`config.mk`:
```
export PLATFORM = sky130hd
export DESIGN_NAME = bcd2bin
export DESIGN_NICKNAME = d
export VERILOG_FILES = /design/src/rtl/bcd2bin.sv
export SDC_FILE = /design/constraint.sdc
export NUM_CORES = 1
export LEC_CHECK = 0
export CAP_MARGIN = 10
export CORE_MARGIN = 1.5
export CORE_UTILIZATION = 30
export CTS_BUF_LIST = sky130_fd_sc_hd__clkbuf_4
export CTS_CLUSTER_SIZE = 8
export DETAILED_ROUTE_END_ITERATION = 7
export GPL_ROUTABILITY_DRIVEN = 0
export GPL_TIMING_DRIVEN = 0
export SLEW_MARGIN = 20
export SYNTH_ARGS = -nofsm -noshare
export SYNTH_HDL_FRONTEND = slang
export SYNTH_SLANG_ARGS = --single-unit
```
`constraint.sdc`:
```
create_clock -name clk -period 1.76 [get_ports clk]
set_input_delay 0.264 -clock clk [delete_from_list [all_inputs] [get_ports clk]]
set_output_delay 0.264 -clock clk [all_outputs]
set_load 0.05 [all_outputs]
```
`src/rtl/bcd2bin.sv`:
```
// Two-digit BCD plus hundreds bit to 8-bit binary via reverse double-dabble; 9 clocks start to done.
// start is accepted only when idle or in the done state; start while busy is dropped, never queued.
module bcd2bin (
  input  logic       clk,
  input  logic       rst,
  input  logic       start,
  input  logic [7:0] d,
  input  logic       h,
  output logic [7:0] b,
  output logic       busy,
  output logic       done,
  output logic       err
);

  typedef enum logic [1:0] {IDLE, RUN, DONE} state_t;

  state_t      state;
  logic [11:0] bcd;
  logic [7:0]  bin;
  logic [2:0]  cnt;
  logic        chk;

  logic [19:0] sh;
  logic [11:0] adj;

  // One reverse double-dabble step: shift right, then pull each nibble >= 8 back down by 3.
  always_comb begin
    sh  = {bcd, bin} >> 1;
    adj = sh[19:8];
    for (int i = 0; i < 3; i++) begin
      if (sh[8 + 4*i + 3]) begin
        adj[4*i +: 4] = sh[8 + 4*i +: 4] - 4'd3;
      end
    end
  end

  always_ff @(posedge clk) begin
    if (rst) begin
      state <= IDLE;
      bcd   <= '0;
      bin   <= '0;
      cnt   <= '0;
      chk   <= 1'b0;
      b     <= '0;
      busy  <= 1'b0;
      done  <= 1'b0;
      err   <= 1'b0;
    end else begin
      // Status flags trail the state by one clock so every output stays a plain flop.
      busy <= (state == RUN);
      done <= (state == DONE);
      case (state)
        IDLE: begin
          if (start) begin
            bcd   <= {3'b000, h, d};
            bin   <= '0;
            cnt   <= '0;
            chk   <= (d[7:4] > 4'd9) || (d[3:0] > 4'd9);
            state <= RUN;
          end
        end
        RUN: begin
          bcd <= adj;
          bin <= sh[7:0];
          cnt <= cnt + 3'd1;
          if (cnt == 3'd7) begin
            state <= DONE;
          end
        end
        DONE: begin
          b   <= chk ? 8'h00 : bin;
          err <= chk;
          if (start) begin
            bcd   <= {3'b000, h, d};
            bin   <= '0;
            cnt   <= '0;
            chk   <= (d[7:4] > 4'd9) || (d[3:0] > 4'd9);
            state <= RUN;
          end else begin
            state <= IDLE;
          end
        end
        default: state <= IDLE;
      endcase
    end
  end

endmodule

```
==> flow_summary.ini <==
[logic_synthesis]
synth_ff_type = dfxtp_1
yosysWarnings = 0
synth_cell_type_count = 26
synth_edf_count = 0
syn_nets = 187
synth_top_area_share_pct = 46.5
syn_area_um2 = 1460
ys_seq_elements = 34
yosysMostFrequentCell = dfxtp_1
syn_avg_cell_area_um2 = 8.56
synth_commonest_cells = 34 x dfxtp_1, 22 x nand2_1, 20 x a21oi_1, 16 x nand3_1, 10 x nor3_1
yosysTopAreaCell = dfxtp_1
yosysSeqAreaShare_pct = 46.5
synth.area.top_cells = dfxtp_1 46%, a21oi_1 6.8%, nand2_1 5.6%, nand3_1 5.5%, nand3b_1 4.1%
async_flop_share_pct = 0
postSynthCellCount = 171

[drt]
drtAntennaViolNets = 0
post_drt_wl_per_cell_um = 12.4
vias_per_cell = 4.88
drt_wl_total_um = 3300
remaining_drc_errors = 0
num_vias = 1299
drt_first_iter_violations = 39
firstDrtPassIters = 4

[worst_setup_path]
cp_max_fo = 1
crit_type = register to output port
worstPathCellList = clkdlybuf4s50_1
path_buf_inv = 1
cp-start-kind = register
critPathTopFamily = buffers and inverters
arrival_ps = 1440
critPathCaptureType = output port
crit_cells = 1
slowest_delay_ps = 780
r2r_cells = 4
cp_slowest_cell = clkdlybuf4s50_1
cp.required_ps = 1500

[clock_tree]
cts_hold_buf = 0
cts.sinks = 34
cts_tree = built
cts_buffer_depth = 2
path_clk_slew_ps = 100
insertion_delay_ps = 330
cts_made_buffers = 5
htree_levels = 2
cts-root-buf = clkbuf_4

[global_route]
grt_usage_pct = 13.6
grt_pass1_vias = 1136
antenna_found_initial = 0
grt_pass1_wl_um = 5480
grt_max_degree = 11
grt_overflow = 0

[power]
peakVddDrop_v = 0.000291
p_per_area_nw_per_um2 = 850
p_leak_nw = 0.818
p_total_mw = 1.57

[timing]
setup_viol = 0
rsz0062_at_grt = false
slew_headroom_pct = 63.5
fin_crit_sh_pct = 96.7
period_minus_slack_ps = 1700
hold_violations = 0
max_freq_mhz = 588
fin_setup_tns_ps = 0
slew_violations = 0
fin_ws_ps = 58.2
fin_skew_ps = 4.28
worstMarginPinSlew_ps = 547

[layout]
diodes = 0
stdcell_count = 266
final_cell_area_um2 = 1850
drive_gt1_share_pct = 8.04
nets = 215
syn_to_final_growth_pct = 26.4

[min_path]
holdPathStages = 2
worstHoldPathType = input pin to register

[floorplanning]
num_rows = 25
initial_core_util_pct = 31.0
die-area_um2 = 5310
core_um2 = 4720
die_w_um = 72.9
die_h_um = 72.9
ios = 23

[placement]
io_buffers = 21
dp_hpwl_um = 2250
dpl_cell_area_um2 = 1760
numPlacedInstances = 259
pre_cts_slack_ps = 234

[outcome]
status = finished clean

[flow_run]
cap_violations = 0
==> kinds of logic (layout without fill, tap and decap cells) <==
family | count (synthesis) | count (layout) | synth area share [%]
buf+inv | 14 | 42 | 4.70
fa+ha+maj | 4 | 4 | 3.42
mux | 3 | 3 | 2.22
flops | 34 | 34 | 46.5
simple gates | 73 | 73 | 25.6
xor+xnor | 2 | 2 | 1.20
compound gates | 41 | 41 | 16.3
==> layout by cell type, fill, tap and decap left out <==
| cell | synthesis | final |
|---|---|---|
| o21a_1 | 2 | 2 |
| clkbuf_1 | 6 | 6 |
| a21oi_1 | 20 | 20 |
| mux2_2 | 2 | 2 |
| a211oi_1 | 4 | 4 |
| nand2_1 | 22 | 22 |
| nor3_1 | 10 | 10 |
| nor2b_1 | 1 | 1 |
| clkinv_1 | 0 | 1 |
| nand3_1 | 16 | 16 |
| dfxtp_1 | 34 | 34 |
| bufinv_16 | 0 | 1 |
| buf_2 | 7 | 7 |
| nand3b_1 | 8 | 8 |
| and2_1 | 1 | 1 |
| xor2_1 | 2 | 2 |
| nand2b_1 | 5 | 5 |
| a21o_1 | 2 | 2 |
| and2b_1 | 2 | 2 |
| or2b_1 | 1 | 1 |
| clkbuf_4 | 0 | 5 |
| dlygate4sd2_1 | 0 | 1 |
| a311oi_1 | 3 | 3 |
| clkdlybuf4s50_1 | 0 | 11 |
| buf_6 | 1 | 1 |
| or3b_1 | 2 | 2 |
| mux2i_1 | 1 | 1 |
| nor2_1 | 5 | 5 |
| ha_1 | 4 | 4 |
| o21ai_0 | 8 | 8 |
| dlymetal6s2s_1 | 0 | 9 |
| o22ai_1 | 2 | 2 |
==> metrics by stage <==
step / hold WS (ps) / util (%)
after CTS: 283 / 38.7
after global routing: 312 / 39.2
after detailed placement: 444 / 37.2
final: 295 / 39.2
after floorplan: 433 / -
after global placement: 439 / 37.2
==> path summary, 6_finish.rpt <==
check / from / endpoint / slack, ps
min: rst / bcd[2] / 300
max reg2reg: bcd[1] / bcd[2] / 370
max: done / done / 60
min reg2reg: b[1] / b[1] / 450
==> area by class of cell <==
type                            instances  area, µm²
Clock buffer                            5       37.5
Multi-Input combinational cell        123        714
Tap cell                               67       83.8
Sequential cell                        34        681
Timing Repair Buffer                   21        231
Clock inverter                          2       33.8
Fill cell                             487       2870
Buffer                                 14       68.8
==> where the power goes <==
part	switching (mW)	leakage (nW)	internal, mW
Combinational	0.105	0.502	0.0947
Sequential	0.0333	0.277	0.799
Clock	0.255	0.0387	0.287
Total	0.393	0.818	1.18
==> repair_timing <==
action                                  CTS  global route
endpoints found under the hold margin     0             0
resized for setup                         1             9
endpoints found under the setup margin    1             9
gates cloned                              0             0
setup buffers                             0             0
==> metal layers <==
layer	share of wire (%)	routed length, µm	track usage (%)
met1	49	1630	17.7
met2	45	1490	21.1
met3	3.9	129	4.14
met4	1.6	52	5.03
met5	0	0	0
==> state kept, by name, summed over array words and instances (netlist names) <==
| signal | cells |
|---|---|
| b | 8 |
| bcd | 9 |
| bin | 8 |
| busy | 1 |
| chk | 1 |
| cnt | 3 |
| done | 1 |
| err | 1 |
| state | 2 |
Note: power is estimated with default switching activity, not from simulation.
